## src/rtl/bpsk_pkg.sv

```systemverilog
// Shared types and constants for the BPSK transmit framer.
// BPSK_TX_CRC8_EN adds the CRCB state and the CRC-8 helper.
package bpsk_pkg;

    typedef enum logic [2:0] {
        ST_IDLE,
        ST_PREAMBLE,
        ST_SYNCW,
        ST_PAYLOAD,
        ST_DONE
`ifdef BPSK_TX_CRC8_EN
        , ST_CRCB
`endif
    } tx_state_e;

    typedef struct packed {
        logic       first;
        logic       last;
        logic [7:0] data;
    } fifo_entry_t;

    localparam logic [7:0] DEFAULT_SYNC_WORD = 8'hD3;
    localparam logic [7:0] CRC8_POLY         = 8'h07;

`ifdef BPSK_TX_CRC8_EN
    // Folds one byte into a running CRC-8, MSB first, no reflection.
    function automatic logic [7:0] crc8_byte(input logic [7:0] crc, input logic [7:0] data);
        logic [7:0] c;
        c = crc;
        for (int i = 7; i >= 0; i--) begin
            c = {c[6:0], 1'b0} ^ (((c[7] ^ data[i]) == 1'b1) ? CRC8_POLY : 8'h00);
        end
        return c;
    endfunction
`endif

endpackage

```

## src/rtl/bpsk_tx_framer_if.sv

```systemverilog
// Byte source interface into the framer: byte, push, frame delimiters, and stop back-pressure.
// The source must not push while stop is high; pushes made anyway are dropped.
interface bpsk_tx_framer_if;
    logic [7:0] Byte;
    logic       pushByte;
    logic       Sync;
    logic       lastByte;
    logic       stop;

    modport master (output Byte, output pushByte, output Sync, output lastByte, input stop);
    modport slave  (input Byte, input pushByte, input Sync, input lastByte, output stop);
endinterface

```

## src/rtl/tx_byte_fifo.sv

```systemverilog
// Synchronous FIFO of framed bytes with head peek; write visible at head one cycle later.
// Writes while full and reads while empty are ignored; full/empty derive from the registered count.
module tx_byte_fifo
    import bpsk_pkg::*;
#(
    parameter int DEPTH = 16
) (
    input  logic        clk,
    input  logic        reset,
    input  logic        wr_en_i,
    input  fifo_entry_t wr_dat_i,
    input  logic        rd_en_i,
    output fifo_entry_t head_o,
    output logic        full_o,
    output logic        empty_o
);
    localparam int AW = $clog2(DEPTH);

    fifo_entry_t   mem_q [DEPTH];
    logic [AW-1:0] wr_ptr_q;
    logic [AW-1:0] rd_ptr_q;
    logic [AW:0]   count_q;
    logic          wr_ok;
    logic          rd_ok;

    assign full_o  = (count_q == (AW+1)'(DEPTH));
    assign empty_o = (count_q == '0);
    assign wr_ok   = wr_en_i && !full_o;
    assign rd_ok   = rd_en_i && !empty_o;
    assign head_o  = mem_q[rd_ptr_q];

    // Storage is not reset; only the pointers and count define validity.
    always_ff @(posedge clk) begin
        if (wr_ok) begin
            mem_q[wr_ptr_q] <= wr_dat_i;
        end
    end

    always_ff @(posedge clk) begin
        if (reset) begin
            wr_ptr_q <= '0;
            rd_ptr_q <= '0;
            count_q  <= '0;
        end else begin
            if (wr_ok) begin
                wr_ptr_q <= wr_ptr_q + AW'(1);
            end
            if (rd_ok) begin
                rd_ptr_q <= rd_ptr_q + AW'(1);
            end
            count_q <= count_q + (AW+1)'(wr_ok) - (AW+1)'(rd_ok);
        end
    end

endmodule

```

## src/rtl/bpsk_tx_framer.sv

```systemverilog
// Frames buffered bytes as preamble, sync word, payload (plus CRC-8 when BPSK_TX_CRC8_EN), SPB clocks per bit.
// First bit two clocks after the Sync push; stop mirrors FIFO full and excess pushes pulse overflow.
module bpsk_tx_framer
    import bpsk_pkg::*;
#(
    parameter int         DEPTH         = 16,
    parameter int         SPB           = 8,
    parameter int         PREAMBLE_BITS = 32,
    parameter logic [7:0] SYNC_WORD     = DEFAULT_SYNC_WORD
) (
    input  logic            clk,
    input  logic            reset,
    bpsk_tx_framer_if.slave src,
    output logic            bit_out,
    output logic            bit_strobe,
    output logic            tx_active,
    output logic            frame_done,
    output logic            overflow,
    output logic            underrun
);
    localparam int SW = $clog2(SPB);
    localparam int CW = ($clog2(PREAMBLE_BITS) > 3) ? $clog2(PREAMBLE_BITS) : 3;

    fifo_entry_t wr_entry;
    fifo_entry_t head;
    logic        full;
    logic        empty;
    logic        pop;

    tx_state_e   state_q;
    logic [SW-1:0] spb_q;
    logic [CW-1:0] cnt_q;
    logic [7:0]  shreg_q;
    logic        last_q;
    logic        bit_out_q;
    logic        strobe_q;
    logic        tx_active_q;
    logic        frame_done_q;
    logic        overflow_q;
    logic        underrun_q;
`ifdef BPSK_TX_CRC8_EN
    logic [7:0]  crc_q;
`endif

    logic        period_end;
    logic        byte_end;

    assign wr_entry = '{first: src.Sync, last: src.lastByte, data: src.Byte};

    tx_byte_fifo #(
        .DEPTH (DEPTH)
    ) u_fifo (
        .clk      (clk),
        .reset    (reset),
        .wr_en_i  (src.pushByte),
        .wr_dat_i (wr_entry),
        .rd_en_i  (pop),
        .head_o   (head),
        .full_o   (full),
        .empty_o  (empty)
    );

    assign period_end = (spb_q == SW'(SPB - 1));
    assign byte_end   = period_end && (cnt_q == CW'(7));

    // The head of a frame stays queued until the sync word is done, so orphans are only dropped in IDLE.
    always_comb begin
        pop = 1'b0;
        case (state_q)
            ST_IDLE:    pop = !empty && !head.first;
            ST_SYNCW:   pop = byte_end;
            ST_PAYLOAD: pop = byte_end && !last_q && !empty && !head.first;
            default:    pop = 1'b0;
        endcase
    end

    always_ff @(posedge clk) begin
        if (reset) begin
            state_q      <= ST_IDLE;
            spb_q        <= '0;
            cnt_q        <= '0;
            shreg_q      <= '0;
            last_q       <= 1'b0;
            bit_out_q    <= 1'b0;
            strobe_q     <= 1'b0;
            tx_active_q  <= 1'b0;
            frame_done_q <= 1'b0;
            overflow_q   <= 1'b0;
            underrun_q   <= 1'b0;
`ifdef BPSK_TX_CRC8_EN
            crc_q        <= '0;
`endif
        end else begin
            frame_done_q <= 1'b0;
            underrun_q   <= 1'b0;
            strobe_q     <= 1'b0;
            overflow_q   <= src.pushByte && full;
            case (state_q)
                ST_IDLE: begin
                    if (!empty && head.first) begin
                        state_q     <= ST_PREAMBLE;
                        spb_q       <= '0;
                        cnt_q       <= '0;
                        bit_out_q   <= 1'b1;
                        strobe_q    <= 1'b1;
                        tx_active_q <= 1'b1;
                    end
                end
                ST_DONE: begin
                    state_q <= ST_IDLE;
                end
                default: begin
                    if (!period_end) begin
                        spb_q <= spb_q + SW'(1);
                    end else begin
                        // Defaults for the next bit period; the branches below override them.
                        spb_q     <= '0;
                        strobe_q  <= 1'b1;
                        cnt_q     <= cnt_q + CW'(1);
                        shreg_q   <= {shreg_q[6:0], 1'b0};
                        bit_out_q <= shreg_q[6];
                        case (state_q)
                            ST_PREAMBLE: begin
                                bit_out_q <= ~bit_out_q;
                                if (cnt_q == CW'(PREAMBLE_BITS - 1)) begin
                                    state_q   <= ST_SYNCW;
                                    cnt_q     <= '0;
                                    shreg_q   <= SYNC_WORD;
                                    bit_out_q <= SYNC_WORD[7];
`ifdef BPSK_TX_CRC8_EN
                                    crc_q     <= '0;
`endif
                                end
                            end
                            ST_SYNCW, ST_PAYLOAD: begin
                                if (cnt_q == CW'(7)) begin
                                    if (state_q == ST_PAYLOAD && last_q) begin
`ifdef BPSK_TX_CRC8_EN
                                        state_q   <= ST_CRCB;
                                        cnt_q     <= '0;
                                        shreg_q   <= crc_q;
                                        bit_out_q <= crc_q[7];
`else
                                        state_q      <= ST_DONE;
                                        frame_done_q <= 1'b1;
                                        tx_active_q  <= 1'b0;
                                        bit_out_q    <= 1'b0;
                                        strobe_q     <= 1'b0;
`endif
                                    end else if (state_q == ST_PAYLOAD && empty) begin
                                        state_q     <= ST_IDLE;
                                        underrun_q  <= 1'b1;
                                        tx_active_q <= 1'b0;
                                        bit_out_q   <= 1'b0;
                                        strobe_q    <= 1'b0;
                                    end else if (state_q == ST_PAYLOAD && head.first) begin
                                        state_q      <= ST_DONE;
                                        frame_done_q <= 1'b1;
                                        tx_active_q  <= 1'b0;
                                        bit_out_q    <= 1'b0;
                                        strobe_q     <= 1'b0;
                                    end else begin
                                        state_q   <= ST_PAYLOAD;
                                        cnt_q     <= '0;
                                        shreg_q   <= head.data;
                                        last_q    <= head.last;
                                        bit_out_q <= head.data[7];
`ifdef BPSK_TX_CRC8_EN
                                        crc_q     <= crc8_byte(crc_q, head.data);
`endif
                                    end
                                end
                            end
`ifdef BPSK_TX_CRC8_EN
                            ST_CRCB: begin
                                if (cnt_q == CW'(7)) begin
                                    state_q      <= ST_DONE;
                                    frame_done_q <= 1'b1;
                                    tx_active_q  <= 1'b0;
                                    bit_out_q    <= 1'b0;
                                    strobe_q     <= 1'b0;
                                end
                            end
`endif
                            default: begin
                                state_q <= ST_IDLE;
                            end
                        endcase
                    end
                end
            endcase
        end
    end

    assign src.stop   = full;
    assign bit_out    = bit_out_q;
    assign bit_strobe = strobe_q;
    assign tx_active  = tx_active_q;
    assign frame_done = frame_done_q;
    assign overflow   = overflow_q;
    assign underrun   = underrun_q;

endmodule

```

## src/flat_wrapper.sv

```systemverilog
// flat-port wrapper written by rule: the top's interface ports become plain ports
module bpsk_tx_framer_flat import bpsk_pkg::*;
#(
    parameter int         DEPTH         = 16,
    parameter int         SPB           = 8,
    parameter int         PREAMBLE_BITS = 32,
    parameter logic [7:0] SYNC_WORD     = DEFAULT_SYNC_WORD
)
  (clk, reset, bit_out, bit_strobe, tx_active, frame_done, overflow, underrun, src_Byte, src_pushByte, src_Sync, src_lastByte, src_stop);
  bpsk_tx_framer_if src_i ();
  input  logic clk;
  input  logic reset;
  output logic bit_out;
  output logic bit_strobe;
  output logic tx_active;
  output logic frame_done;
  output logic overflow;
  output logic underrun;
  input wire logic [$bits(src_i.Byte)-1:0] src_Byte;
  input wire logic [$bits(src_i.pushByte)-1:0] src_pushByte;
  input wire logic [$bits(src_i.Sync)-1:0] src_Sync;
  input wire logic [$bits(src_i.lastByte)-1:0] src_lastByte;
  output wire logic [$bits(src_i.stop)-1:0] src_stop;
  assign src_i.Byte = src_Byte;
  assign src_i.pushByte = src_pushByte;
  assign src_i.Sync = src_Sync;
  assign src_i.lastByte = src_lastByte;
  assign src_stop = src_i.stop;
  bpsk_tx_framer #(.DEPTH(DEPTH), .SPB(SPB), .PREAMBLE_BITS(PREAMBLE_BITS), .SYNC_WORD(SYNC_WORD)) u_core (.clk(clk), .reset(reset), .src(src_i), .bit_out(bit_out), .bit_strobe(bit_strobe), .tx_active(tx_active), .frame_done(frame_done), .overflow(overflow), .underrun(underrun));
endmodule
```

## config.mk

```make
export PLATFORM = sky130hd
export DESIGN_NAME = bpsk_tx_framer_flat
export DESIGN_NICKNAME = d
export VERILOG_FILES = /design/src/rtl/bpsk_pkg.sv /design/src/rtl/bpsk_tx_framer_if.sv /design/src/rtl/tx_byte_fifo.sv /design/src/rtl/bpsk_tx_framer.sv /design/src/flat_wrapper.sv
export SDC_FILE = /design/constraint.sdc
export NUM_CORES = 1
export LEC_CHECK = 0
export CAP_MARGIN = 10
export CORE_MARGIN = 2
export CORE_UTILIZATION = 47
export CTS_CLUSTER_DIAMETER = 120
export CTS_CLUSTER_SIZE = 10
export DETAILED_ROUTE_END_ITERATION = 10
export MAX_ROUTING_LAYER = met4
export RECOVER_POWER = 100
export REMOVE_ABC_BUFFERS = 1
export SLEW_MARGIN = 20
export SYNTH_ARGS = -nofsm -noshare
export SYNTH_HDL_FRONTEND = slang
export SYNTH_HIERARCHICAL = 1
export SYNTH_SLANG_ARGS = --single-unit
```

## constraint.sdc

```tcl
create_clock -name clk -period 11.6 [get_ports clk]
set_clock_uncertainty 0.15 [all_clocks]
set_input_delay 1.16 -clock clk [delete_from_list [all_inputs] [get_ports clk]]
set_output_delay 1.16 -clock clk [all_outputs]
set_load 0.05 [all_outputs]
```

==> results of run 1 <==
power by group:
part | internal (mW) | switching (mW) | total (mW)
combinational | 0.191 | 0.234 | 0.425
sequential | 0.823 | 0.0241 | 0.847
clock | 0.389 | 0.273 | 0.662
total | 1.40 | 0.531 | 1.93
cell families (layout without fill, tap and decap cells):
kind of cell,Yosys count,count (layout)
AO/OA/AOI/OAI,75,75
XOR/XNOR,8,8
adder cells (fa/ha/maj),16,16
buffers and inverters,47,87
flip-flops,202,202
multiplexers,41,41
AND/OR/NAND/NOR,129,129
cell usage after synthesis (all sizes together) (2+ instances only):
library cell / count
ha: 15
mux4: 40
inv: 21
buf: 18
nor4: 5
nand3b: 5
and2: 10
nand3: 11
xor2: 5
nor3: 6
o31ai: 2
nand2: 33
nor2b: 8
clkbuf: 8
a21o: 2
nand4: 6
a31oi: 10
o211ai: 2
a211oi: 2
and4bb: 2
nor2: 28
o21ai: 14
nand2b: 3
a22oi: 22
and3: 3
edfxtp: 160
nor3b: 4
dfxtp: 42
a21oi: 12
xnor2: 3
through the flow:
stage	cell area (µm²)	utilization
after floorplan	8200	-
after global placement	8760	0.505
after detailed placement	8760	0.505
after CTS	9460	0.545
after global routing	9350	0.538
final	9350	0.538
cell type report:
type	instances	area, µm²
Timing Repair Buffer	22	205
Multi-Input combinational cell	269	2440
Tap cell	225	282
Sequential cell	202	5650
Fill cell	1384	8010
Clock inverter	2	25.0
Clock buffer	42	668
Inverter	21	78.8
registers in the layout, indices dropped and copies added (netlist names), named ones only:
register	count
u_core/last_q	1
u_core/overflow	1
u_core/underrun	1
u_core/frame_done	1
u_core/bit_out	1
u_core/u_fifo/wr_ptr_q	4
u_core/state_q	3
u_core/u_fifo/mem_q	160
u_core/cnt_q	5
u_core/u_fifo/count_q	5
u_core/tx_active	1
u_core/u_fifo/rd_ptr_q	4
u_core/spb_q	3
u_core/bit_strobe	1
u_core/shreg_q	7
worst max-delay path: stages (launching register included):
cell and delay (ps):
dfxtp_2 310, clkbuf_1 2270, mux4_2 720, a22oi_1 270
nand2_1 170, nor3_1 410, o2111ai_1 150, a21oi_1 320
nand2_1 160, inv_1 80, ha_1 220, inv_1 60
ha_1 160, inv_1 60, fa_1 400, nor2b_1 170
o21bai_1 110, a21oi_1 160, nor3b_1 60
final timing paths:
path | endpoint | cells after the start
setup / recovery | u_core/u_fifo/count_q[4] | 18
hold / removal | u_core/shreg_q[4] | 2
setup reg to reg | u_core/u_fifo/count_q[4] | 18
hold reg to reg | u_core/shreg_q[4] | 2
layer usage:
layer,up-vias,track usage,share of wire
met1,2324,0.266,0.45
li1,2073,-,-
met5,-,-,0
met2,115,0.290,0.48
met3,25,0.0316,0.047
met4,0,0.0619,0.022
==> results.tsv, run 1 <==
stage	metric	value	unit
cts	CTS tree	yes	
yosys	Post-synth EDFFs	160	
worst_setup_path	Critical Path End Type	flop	
floorplanning	# IOs	20	
grt	grt ovf	0	
cts	hold buffers post-CTS	0	
grt	Overall Global Routing Usage	0.191	
drt	antenna-violating nets left	0	
cts	clock-pin slew on the worst setup and hold paths	60	ps
cts	Longest Clk Path Bufs	3	
yosys	number of synthesized register bits	202	
grt	initial antenna violation count	0	
yosys	Synth Area in Simple Gates	0.0840	
yosys	Yosys top cell by area	edfxtp_1	
timing	RSZ-0062 raised after global routing	false	
timing	# setup viols final	0	
cts	later-pin clock latency in the skew report	520	ps
timing	Slew headroom	-1.15	
cts	CTS Root Cell	clkbuf_16	
cts	CTS sink cnt	202	
yosys	Top FF cell, synth	edfxtp_1	
timing	Hold Slack	329	ps
yosys	syn avg cell area	16.2	µm²
yosys	total of warnings raised by yosys	6	
drt	Starting DRT DRC Count	407	
timing	final worst slack	5020	ps
placed_design	post-DP HPWL	10100	µm
yosys	post-synthesis cell type count	60	
drt	drt first pass iters	4	
yosys	Async S/R FF share, synth	0	
cts	post-CTS sizing	0	
grt	vias in the first global route	4471	
cts	CTS buffer count	24	
drt	Post-route DRC	0	
worst_setup_path	critical path class	reg -> reg	
timing	fin crit share	0.567	
cts	Post-CTS Setup Bufs	0	
floorplanning	Initial Utilization	0.483	
yosys	post-synthesis compound-gate area fraction	0.0637	
drt	drt wl/cell	21.3	µm
finish	share of layout cells above drive strength 1	0.118	
timing	setup tns final	0	ps
floorplanning	area of the core	0.0174	mm²
pwr	PwrDens	207	mW/mm²
yosys	synth top area cells	edfxtp_1 57%, dfxtp_1 10%, mux4_2 7.5%	
finish	commonest non-fill, non-tap cell in the layout	edfxtp_1	
run_status	outcome	finished, violations left	
worst_setup_path	CP Max Fanout	40	
yosys	post-synthesis xor/xnor area fraction	0.00836	
cts	Max H-tree Level	1	
pwr	Peak VDD IR	121	µV
flow_run	Max Cap Viol	5	
worst_setup_path	Critical Path AT	6780	ps
timing	min Tclk post-route	6580	ps
drt	post-DR vias/cell	5.79	
drt	drt total wl	16700	µm
floorplanning	Die X-Extent	138	µm
worst_setup_path	R2R setup slack	5020	ps
placed_design	Placed Cells	739	
yosys	Cells after Synth	518	
finish	most frequent cells in the layout	160 x edfxtp_1, 41 x dfxtp_1, 32 x nand2_1	
yosys	sequential element share of the synthesized area	0.673	
finish	final std cells w/o fill	783	
finish	layout net count	569	
finish	Layout area overhead	11.5	%
grt	global-route wire length before repair	25800	µm
worst_setup_path	Worst EP required	11790	ps
timing	final hold violations	0	
placed_design	RePlAce Congestion	0.770	
finish	ANT cells	0	
run_status	violated checks	max-capacitance violations, max-slew violations	
pwr	total power	1.93	mW
timing	Worst Max-Slew Pin Slew	3230	ps
yosys	area fraction of the dominant cell type after synthesis	0.573	
worst_hold_path	hold path start	u_core/shreg_q[3]	
floorplanning	die area	0.0189	mm²
floorplanning	Rows	48	
drt	total number of vias	4537	
pwr	LEAKAGE	3.10	nW
placed_design	IO buf count	19	
floorplanning	chip height	138	µm
grt	largest net degree at the start of global routing	41	
yosys	post-synthesis adder-cell area fraction	0.0248	
timing	Final Max Tran Viols	85	
yosys	mux cell area share after synthesis	0.115	
yosys	largest family of logic cells by synthesized area	multiplexers	
placed_design	Placement Setup Slack	6820	ps
timing	Max Fclk	152	MHz
yosys	mapped cell area	0.00838	mm²
worst_hold_path	type of the most critical hold path	reg -> reg	
worst_setup_path	Worst Setup Start Kind	flop	
Note: power is estimated with default switching activity, not from simulation.
==> run 2, diff against run 1 <==
--- a/config.mk
+++ b/config.mk
@@ -12,6 +12,7 @@
 export CTS_CLUSTER_SIZE = 10
 export DETAILED_ROUTE_END_ITERATION = 10
 export MAX_ROUTING_LAYER = met4
+export PLACE_DENSITY = 0.66
 export RECOVER_POWER = 100
 export REMOVE_ABC_BUFFERS = 1
 export SLEW_MARGIN = 20
==> constraint.sdc (replaced) <==
create_clock -name clk -period 5.89 [get_ports clk]
set_clock_uncertainty 0.15 [all_clocks]
set_input_delay 0.589 -clock clk [delete_from_list [all_inputs] [get_ports clk]]
set_output_delay 0.589 -clock clk [all_outputs]
set_load 0.05 [all_outputs]
==> results.tsv, run 2 (same netlist as run 1, synthesis figures left out) <==
stage	metric	value	unit
worst_setup_path	CP cell instances	buf_4 > mux4_2 > a22oi_1 > nand2_1 > nor3_2 > o2111ai_1 > a21oi_1 > nand2_1 > inv_1 > ha_1 > inv_1 > ha_1 > inv_1 > fa_1 > nor2b_1 > o21bai_1 > a21oi_1 > nor3b_1	
finish	most frequent cells in the layout	160 x edfxtp_1, 42 x dfxtp_1, 33 x nand2_1	
worst_setup_path	Worst EP required	6070	ps
cts	CTS sink cnt	202	
run_status	outcome	finished, violations left	
grt	largest net degree at the start of global routing	32	
timing	final hold violations	0	
grt	global-route wire length before repair	26200	µm
drt	drt total wl	16500	µm
grt	met2 Use GR	0.306	
placed_design	post-DP HPWL	10200	µm
pwr	P_int	2.76	mW
floorplanning	Die X-Extent	138	µm
timing	Max Fclk	204	MHz
finish	Top reg by flops	u_core/u_fifo/mem_q	
timing	Slew headroom	-0.798	
worst_setup_path	Worst Setup Start Kind	flop	
cts	Longest Clk Path Bufs	3	
floorplanning	Initial Utilization	0.483	
drt	drt wl/cell	21.0	µm
worst_setup_path	Critical Path Most Common Cell	inv_1	
worst_setup_path	critical path class	reg -> reg	
floorplanning	Rows	48	
worst_setup_path	CP Max Fanout	13	
timing	min Tclk post-route	4910	ps
cts	Post-CTS Setup Bufs	0	
worst_setup_path	RR Endpoint	u_core/u_fifo/count_q[4]	
grt	initial antenna violation count	0	
grt	M1 GR Usage	0.256	
timing	RSZ-0062 raised after global routing	false	
grt	met3 Resource Use GR	0.0298	
pwr	PwrDens	408	mW/mm²
finish	share of layout cells above drive strength 1	0.123	
pwr	LEAKAGE	3.12	nW
placed_design	IO buf count	19	
cts	post-CTS sizing	0	
cts	later-pin clock latency in the skew report	510	ps
cts	CTS tree	yes	
worst_hold_path	hold path start	u_core/shreg_q[5]	
pwr	Sequential Power Share	0.444	
worst_setup_path	slowest cell on the critical path	dfxtp_1	
pwr	Clk pwr share	0.341	
timing	fin crit share	0.834	
timing	Hold Slack	323	ps
grt	busiest grt layer	met2	
finish	Largest regs	u_core/u_fifo/mem_q (160), u_core/shreg_q (7)	
floorplanning	chip height	138	µm
worst_hold_path	hold-critical path depth	2	
drt	post-DR vias/cell	5.80	
timing	setup tns final	0	ps
worst_setup_path	Critical Path End Type	flop	
floorplanning	die area	0.0189	mm²
timing	Worst Max-Slew Pin Slew	2670	ps
worst_hold_path	Min-Delay Endpoint	u_core/shreg_q[6]	
cts	clock-pin slew on the worst setup and hold paths	60	ps
floorplanning	# IOs	20	
placed_design	RePlAce Congestion	0.821	
finish	layout net count	573	
pwr	switch share	0.278	
finish	Layout area overhead	11.9	%
worst_setup_path	worst reg-to-reg path cell count	18	
pwr	P_sw	1.06	mW
run_status	violated checks	max-capacitance violations, max-slew violations	
drt	drt first pass iters	4	
grt	grt ovf	0	
cts	hold buffers post-CTS	0	
finish	ANT cells	0	
grt	Overall Global Routing Usage	0.191	
drt	antenna-violating nets left	0	
timing	Final Max Tran Viols	22	
worst_hold_path	type of the most critical hold path	reg -> reg	
drt	Starting DRT DRC Count	337	
pwr	Peak VDD IR	275	µV
grt	vias in the first global route	4581	
finish	commonest non-fill, non-tap cell in the layout	edfxtp_1	
worst_setup_path	R2R setup slack	980	ps
pwr	Logic pwr share	0.215	
floorplanning	area of the core	0.0174	mm²
worst_setup_path	Critical Path AT	5090	ps
finish	max reg flops	160	
drt	total number of vias	4559	
timing	# setup viols final	0	
drt	Post-route DRC	0	
cts	CTS Root Cell	clkbuf_16	
worst_setup_path	slowest stage delay, CP	830	ps
cts	Max H-tree Level	1	
flow_run	Max Cap Viol	2	
cts	CTS buffer count	24	
run 2: power by group through the flow:
stage / clock [mW] / sequential [mW] / combinational [mW]
global route: 1.39 / 1.71 / 0.906
CTS: 1.34 / 1.70 / 0.849
floorplan: 0 / 1.78 / 0.548
finish: 1.30 / 1.70 / 0.823
global placement: 0 / 1.72 / 0.819
detailed placement: 0 / 1.73 / 0.844
run 2: routing by layer:
layer,routed length (µm),vias up
met4,329,0
li1,-,2087
met5,0,-
met2,8170,133
met3,926,27
met1,7110,2312
run 2: area by class of cell:
class                   instances  area [µm²]
well taps                     225         282
clock inverters                 2        25.0
inverters                      21        78.8
multi-input cells             269        2450
flip-flops and latches        202        5650
clock buffers                  41         664
repair buffers                 26         231
fillers                      1371        7980
run 2: how the worst max path moves through the flow:
stage          start                        to  slack, ps  cells after the start
4_1_cts         flop  u_core/u_fifo/count_q[4]       1210                     18
6_report        flop  u_core/u_fifo/count_q[4]        980                     18
5_1_grt         flop  u_core/u_fifo/count_q[4]        550                     18
3_3_place_gp    flop  u_core/u_fifo/count_q[4]       1380                     18
2_1_floorplan   flop  u_core/u_fifo/count_q[4]        810                     17
3_5_place_dp    flop  u_core/u_fifo/count_q[4]       1200                     18
run 2: per-stage QoR:
stage	instances	utilization	worst slack (ps)	cell area [µm²]	total power, mW
floorplan	492	-	813	8200	2.32
global placement	743	0.505	1380	8770	2.54
detailed placement	743	0.505	1200	8770	2.57
CTS	786	0.545	1210	9460	3.88
global route	786	0.540	545	9380	4.00
finish	786	0.540	977	9380	3.82
run 2: critical path: cells and delay by family, from the launching register on:
family	cells	cell delay, ps
compound gates	5	940
simple gates	5	900
flops	1	830
fa+ha+maj	3	790
buf+inv	4	590
mux	1	530
